==> config.mk <==
export PLATFORM = sky130hd
export DESIGN_NAME = dest_tracker
export DESIGN_NICKNAME = d
export VERILOG_FILES = /design/src/rtl/dest_tracker.sv
export SDC_FILE = /design/constraint.sdc
export NUM_CORES = 1
export LEC_CHECK = 0
export BUFFER_PORTS_ARGS = -buffer_cell sky130_fd_sc_hd__buf_2
export CORE_MARGIN = 2
export CORE_UTILIZATION = 39
export DETAILED_ROUTE_END_ITERATION = 10
export PLACE_DENSITY = 0.72
export SKIP_LAST_GASP = 1
export SYNTH_ARGS = -nofsm -noshare
export SYNTH_HDL_FRONTEND = slang
export SYNTH_SLANG_ARGS = --single-unit
==> constraint.sdc <==
create_clock -name clk -period 2.4 [get_ports clk]
set_input_delay 0.24 -clock clk [delete_from_list [all_inputs] [get_ports clk]]
set_output_delay 0.24 -clock clk [all_outputs]
set_load 0.02 [all_outputs]
==> src/rtl/dest_tracker.sv <==
// Master-side request issue stage with an in-order tracking FIFO of outstanding destinations.
// Optional reply/source comparison is compiled in with DEST_TRACKER_CHECK_EN.
module dest_tracker #(
    parameter int ADDRESS_WIDTH    = 4,
    parameter int VC_ADDRESS_WIDTH = 1,
    parameter int DEPTH            = 12
) (
    input  logic                          clk,
    input  logic                          preset_full,
    input  logic [ADDRESS_WIDTH-1:0]      i_dst_in,
    input  logic [VC_ADDRESS_WIDTH-1:0]   i_vc_in,
    input  logic                          i_valid_in,
    output logic                          i_ready_out,
    output logic [ADDRESS_WIDTH-1:0]      o_dst_out,
    output logic [VC_ADDRESS_WIDTH-1:0]   o_vc_out,
    output logic                          o_valid_out,
    input  logic                          o_ready_in,
    input  logic [ADDRESS_WIDTH-1:0]      r_src_in,
    input  logic [VC_ADDRESS_WIDTH-1:0]   r_vc_in,
    input  logic                          r_valid_in,
    output logic [$clog2(DEPTH+1)-1:0]    o_pending_out,
    output logic                          r_err_out,
    output logic                          r_underflow_out
);
    localparam int CW = $clog2(DEPTH + 1);
    localparam int PW = $clog2(DEPTH);
    localparam int EW = ADDRESS_WIDTH + VC_ADDRESS_WIDTH;

    logic [EW-1:0]               mem_q [DEPTH];
    logic [PW-1:0]               wr_ptr_q, wr_ptr_d;
    logic [PW-1:0]               rd_ptr_q, rd_ptr_d;
    logic [CW-1:0]               pending_q, pending_d;
    logic                        valid_q, valid_d;
    logic [ADDRESS_WIDTH-1:0]    dst_q, dst_d;
    logic [VC_ADDRESS_WIDTH-1:0] vc_q, vc_d;
    logic                        err_q, err_d;
    logic                        uf_q, uf_d;

    logic          accept, empty, pop, underflow, mismatch;
    logic [EW-1:0] head;

    function automatic logic [PW-1:0] ptr_inc(input logic [PW-1:0] p);
        return (p == PW'(DEPTH - 1)) ? '0 : p + PW'(1);
    endfunction

    // Ready is held low while reset is asserted even though the registers already read zero.
    assign i_ready_out = ~preset_full & (~valid_q | o_ready_in) & (pending_q != CW'(DEPTH));
    assign accept      = i_valid_in & i_ready_out;
    assign empty       = (pending_q == '0);
    assign pop         = r_valid_in & ~empty;
    assign underflow   = r_valid_in & empty;
    assign head        = mem_q[rd_ptr_q];

`ifdef DEST_TRACKER_CHECK_EN
    assign mismatch = pop & (head != {r_src_in, r_vc_in});
`else
    logic unused_reply;
    assign unused_reply = ^{r_src_in, r_vc_in, head};
    assign mismatch     = 1'b0;
`endif

    always_comb begin
        pending_d = pending_q + CW'(accept) - CW'(pop);
        wr_ptr_d  = accept ? ptr_inc(wr_ptr_q) : wr_ptr_q;
        rd_ptr_d  = pop ? ptr_inc(rd_ptr_q) : rd_ptr_q;
        valid_d   = valid_q;
        dst_d     = dst_q;
        vc_d      = vc_q;
        if (accept) begin
            valid_d = 1'b1;
            dst_d   = i_dst_in;
            vc_d    = i_vc_in;
        end else if (o_ready_in) begin
            valid_d = 1'b0;
        end
        err_d = underflow | mismatch;
        uf_d  = uf_q | underflow;
    end

    always_ff @(posedge clk or posedge preset_full) begin
        if (preset_full) begin
            for (int i = 0; i < DEPTH; i++) mem_q[i] <= '0;
            wr_ptr_q  <= '0;
            rd_ptr_q  <= '0;
            pending_q <= '0;
            valid_q   <= 1'b0;
            dst_q     <= '0;
            vc_q      <= '0;
            err_q     <= 1'b0;
            uf_q      <= 1'b0;
        end else begin
            if (accept) mem_q[wr_ptr_q] <= {i_dst_in, i_vc_in};
            wr_ptr_q  <= wr_ptr_d;
            rd_ptr_q  <= rd_ptr_d;
            pending_q <= pending_d;
            valid_q   <= valid_d;
            dst_q     <= dst_d;
            vc_q      <= vc_d;
            err_q     <= err_d;
            uf_q      <= uf_d;
        end
    end

    assign o_valid_out     = valid_q;
    assign o_dst_out       = dst_q;
    assign o_vc_out        = vc_q;
    assign o_pending_out   = pending_q;
    assign r_err_out       = err_q;
    assign r_underflow_out = uf_q;
endmodule

# [After elaboration in Yosys (flattened, before gate mapping)]
# Cells that the tools add are included.
[word_totals] ff_bits=12 inputBits=15 word_cells=23
[op_classes] add_sub_neg=2 eq_ne=1 mux=2 bitwise=10 n_reduce_logical=2
[op_table] cell="$and A1 B1 Y1" count=5
[op_table] cell="$add A4 B1 Y4" count=1
[op_table] cell="$logic_not A4 Y1" count=1
[op_table] cell="$ne A4 B4 Y1 const B" count=1
[op_table] cell="$sub A4 B1 Y4" count=1
[op_table] cell="$not A1 Y1" count=3
[op_table] cell="$mux W1" count=2
[op_table] cell="$or A1 B1 Y1" count=2
[op_table] cell="$reduce_bool A2 Y1" count=1

# [Logic depth before layout (Yosys ltp)]
[depth] word_depth=7 depth_mapped=10 mapped_depth_nobuf=10

# [Worst setup path before layout]
# Ideal clock, no wire load.
[synth_timing] path_kind="register to register" start="reg pending_q[2] (netlist: o_pending_out[2])" end="reg pending_q[2] (netlist: o_pending_out[2])" setup_ns=0.122 arrival_ns=2.309 t_required_ns=2.278 path_slack_ns=-0.031 path_stages_with_launch=10 synth_period_minus_slack_ns=2.431 path_cell_list="dfrtp_1 ha_1 nor3b_1 nor4b_4 inv_1 ha_1 inv_1 ha_1 fa_1 xor2_1"
[synth_between] elab_chain_len=5 word_cells_on_any_way=8
[synth_lines] item="from (decl)" line_no="32" source="logic [CW-1:0] pending_q, pending_d;"
[synth_lines] item="from (signal assigned)" line_no="95" source="pending_q <= pending_d;"
[synth_lines] item="$ne A4 B4 Y1" line_no="47" source="assign i_ready_out = ~preset_full & (~valid_q | o_ready_in) & (pending_q != CW'(DEPTH));"
[synth_lines] item="$and A1 B1 Y1" line_no="47"
[synth_lines] item="$and A1 B1 Y1" line_no="48" source="assign accept = i_valid_in & i_ready_out;"
[synth_lines] item="$add A4 B1 Y4" line_no="63" source="pending_d = pending_q + CW'(accept) - CW'(pop);"
[synth_lines] item="$sub A4 B1 Y4 *" line_no="63"
[synth_lines] item="net pending_d[2]" line_no="32"
# The timed path passes the listed nets; every way through them passes the cells marked *.
# A chain may end at the register's enable or synchronous reset.

# [Worst setup path in the final report]
# Ends and elaborated chain as after synthesis.

==> run summary <==
### Clock network
* H-tree depth: 1
* Hold-fix buffers, CTS: 0
* clock sink count: 12
* worst skew pair latency: 0.27 ns
* CTS Buffer Depth: 2
* CTS tree: yes
* CTS root buf: sky130_fd_sc_hd__clkbuf_4
* Inserted Clock Buffers: 3
* register clock-pin slew on the reported worst setup and hold paths: 0.07 ns
* post-CTS setup buffers: 0
* number of gates resized after CTS: 0

### Power
* Power Total: 927 uW
* PD cells: 1220 mW/mm^2
* total leakage power: 0.402 nW
* Peak VDD IR: 0.487 mV

### Min path
* path type of the worst min-delay path: input port to async pin

### Layout
* Net count, final: 94
* Layout Cells excl Fill: 87
* post-route cell area: 759 sq um
* number of antenna repair diodes: 0
* post-layout utilization of the core: 52.2%
* proportion of layout cells with a drive suffix above 1: 54.9%
* area added between synthesis and finish: 29.1%
* Fill cells: 134

### Logic synthesis
* synth unique cells: 16
* synth warn: 0
* synthesis-stage register bit count: 12
* area fraction of the dominant cell type after synthesis: 51.1%
* most area-consuming cells after synthesis: sky130_fd_sc_hd__dfrtp_1, sky130_fd_sc_hd__ha_1, sky130_fd_sc_hd__mux2_2
* post-synth top area cell: sky130_fd_sc_hd__dfrtp_1
* share of the yosys chip area belonging to registers: 51.1%
* synthesized net count: 66
* mapped cell area: 588 sq um
* Mapped Cells: 44
* Synth Area per Inst: 13.4 sq um

### Global routing
* number of global-route vias before repair: 407
* antenna violations before repair: 0
* global-route total usage across every layer: 13.3%
* maximum number of pins on one net before global-route repair: 13
* Overflow after GRT: 0
* wire length of the first global-routing pass: 1730 um

### Die
* die outline height: 42.8 um
* num rows: 14
* initial cell density of the core: 40.4%
* Placeable Area: 0.00145 sq mm
* IO Pins: 28
* horizontal extent of the die: 42.8 um
* die outline area: 0.00183 sq mm

### Drt
* DRT iter0 DRCs: 0
* drt pass-1 iters: 1
* aggregate routed wire length: 1020 um
* remaining antenna violation count after routing: 0
* routed vias/inst: 4.77
* vias: 415
* DRC violation count after routing: 0
* average wire per standard cell: 11.7 um

### STA
* worst-margin pin slew: 0.476 ns
* Final Hold Violating Endpoints: 0
* highest attainable clock frequency: 0.445 GHz
* headroom to the max-slew limit: 68.2%
* worst hold slack after final layout: 0.00136 ns
* post-layout minimum cycle time: 2.25 ns
* endpoints failing setup: 0
* RSZ-0062 raised after global routing: false
* setup_tns: 0 ns
* final worst setup slack: 0.154 ns
* final-report max-slew violation count: 0
* Final Cycle Share: 93.6%
* worst clock skew: 0.00171 ns

### Run
* max-cap violations: 0

### Placement
* count of input and output buffers: 22
* placement-stage worst setup slack: 0.147 ns
* detailed placement HPWL: 828 um
* RD Place Congestion: 0.709
* count of placed standard cells including taps: 83
* instance area after placement: 733 sq um

### Worst setup path
* crit path launch type: register
* critical path endpoint category: register
* worst reg2reg path depth: 9
* data required time of the worst path: 2.56 ns
* worst-path fanout max: 3
* Crit path arrival time: 2.40 ns
* worst setup path category: register to register

### Run status
* status: complete, no violations

## path summary, 6_finish.rpt
check | startpoint | to | slack (ns)
worst max-delay path | o_pending_out[2] | o_pending_out[2] | 0.15
worst min-delay path | preset_full | r_underflow_out | 0.001
worst max register to register | o_pending_out[2] | o_pending_out[2] | 0.15
worst min register to register | r_underflow_out | r_underflow_out | 0.46
max in group asynchronous | preset_full | o_pending_out[2] | 2.06
min in group clk | i_vc_in | o_vc_out | 0.20
## logic make-up after synthesis
logic type	share of synthesized area, %
adders and majority gates	16.2
AOI/OAI and AO/OA	3.40
and+or+nand+nor	12.3
muxes	9.57
DFF	51.1
xor gates and xnor gates	2.98
buffers and inverters	4.47
## metal layers
layer	global-route usage, %	vias up	part of all wire, %
met5	0	-	0
met4	9.38	0	1.1
met3	4.26	2	4.7
met2	22.1	13	54
met1	14.0	202	40
li1	-	198	-
## sequential cells by signal, summed over array words and instances, names as in the netlist
register	cells
o_dst_out	4
o_pending_out	4
o_valid_out	1
o_vc_out	1
r_err_out	1
r_underflow_out	1
## cell usage in the layout, fill, tap and decap left out, types with 2 or more instances in the layout
cell	synthesis	layout
sky130_fd_sc_hd__buf_2	0	22
sky130_fd_sc_hd__dfrtp_1	12	10
sky130_fd_sc_hd__inv_1	7	7
sky130_fd_sc_hd__mux2_2	5	5
sky130_fd_sc_hd__ha_1	6	5
sky130_fd_sc_hd__clkbuf_4	0	3
sky130_fd_sc_hd__or2_2	2	2
sky130_fd_sc_hd__xor2_1	2	2
sky130_fd_sc_hd__dfrtp_2	0	2
## power breakdown
group / leakage (nW) / switching (mW) / total [mW] / internal [mW]
Combinational: 0.247 / 0.261 / 0.456 / 0.195
Sequential: 0.140 / 0.0525 / 0.341 / 0.288
Clock: 0.0150 / 0.0658 / 0.130 / 0.0643
Total: 0.402 / 0.379 / 0.927 / 0.548
## synth_stat cells
library cell                n
sky130_fd_sc_hd__a21o_1     1
sky130_fd_sc_hd__nor2_1     1
sky130_fd_sc_hd__nor2b_4    1
sky130_fd_sc_hd__nor3_1     1
sky130_fd_sc_hd__xor2_1     2
sky130_fd_sc_hd__or2_2      2
sky130_fd_sc_hd__inv_1      7
sky130_fd_sc_hd__a21oi_1    1
sky130_fd_sc_hd__fa_1       1
sky130_fd_sc_hd__nor3b_1    1
sky130_fd_sc_hd__mux2_2     5
sky130_fd_sc_hd__nor4b_4    1
sky130_fd_sc_hd__ha_1       6
sky130_fd_sc_hd__a21boi_0   1
sky130_fd_sc_hd__dfrtp_1   12
sky130_fd_sc_hd__and3_1     1
## worst max-delay path: stages (launching register included)
cell and delay (ns):
sky130_fd_sc_hd__dfrtp_2 0.41, sky130_fd_sc_hd__ha_1 0.20, sky130_fd_sc_hd__nor3b_1 0.17, sky130_fd_sc_hd__nor4b_4 0.29, sky130_fd_sc_hd__inv_1 0.07, sky130_fd_sc_hd__ha_1 0.28
sky130_fd_sc_hd__inv_1 0.04, sky130_fd_sc_hd__ha_2 0.18, sky130_fd_sc_hd__fa_2 0.35, sky130_fd_sc_hd__xor2_1 0.15
## cell type report
class	instances	area, sq um	share of cell area [%]
timing repair buffer	23	118	15.5
inverter	7	26.3	3.46
multi-input combinational	25	267	35.1
sequential	12	303	39.9
clock buffer	4	26.3	3.46
tap	16	20.0	2.64
No activity file was read; power rests on OpenSTA's default activity.
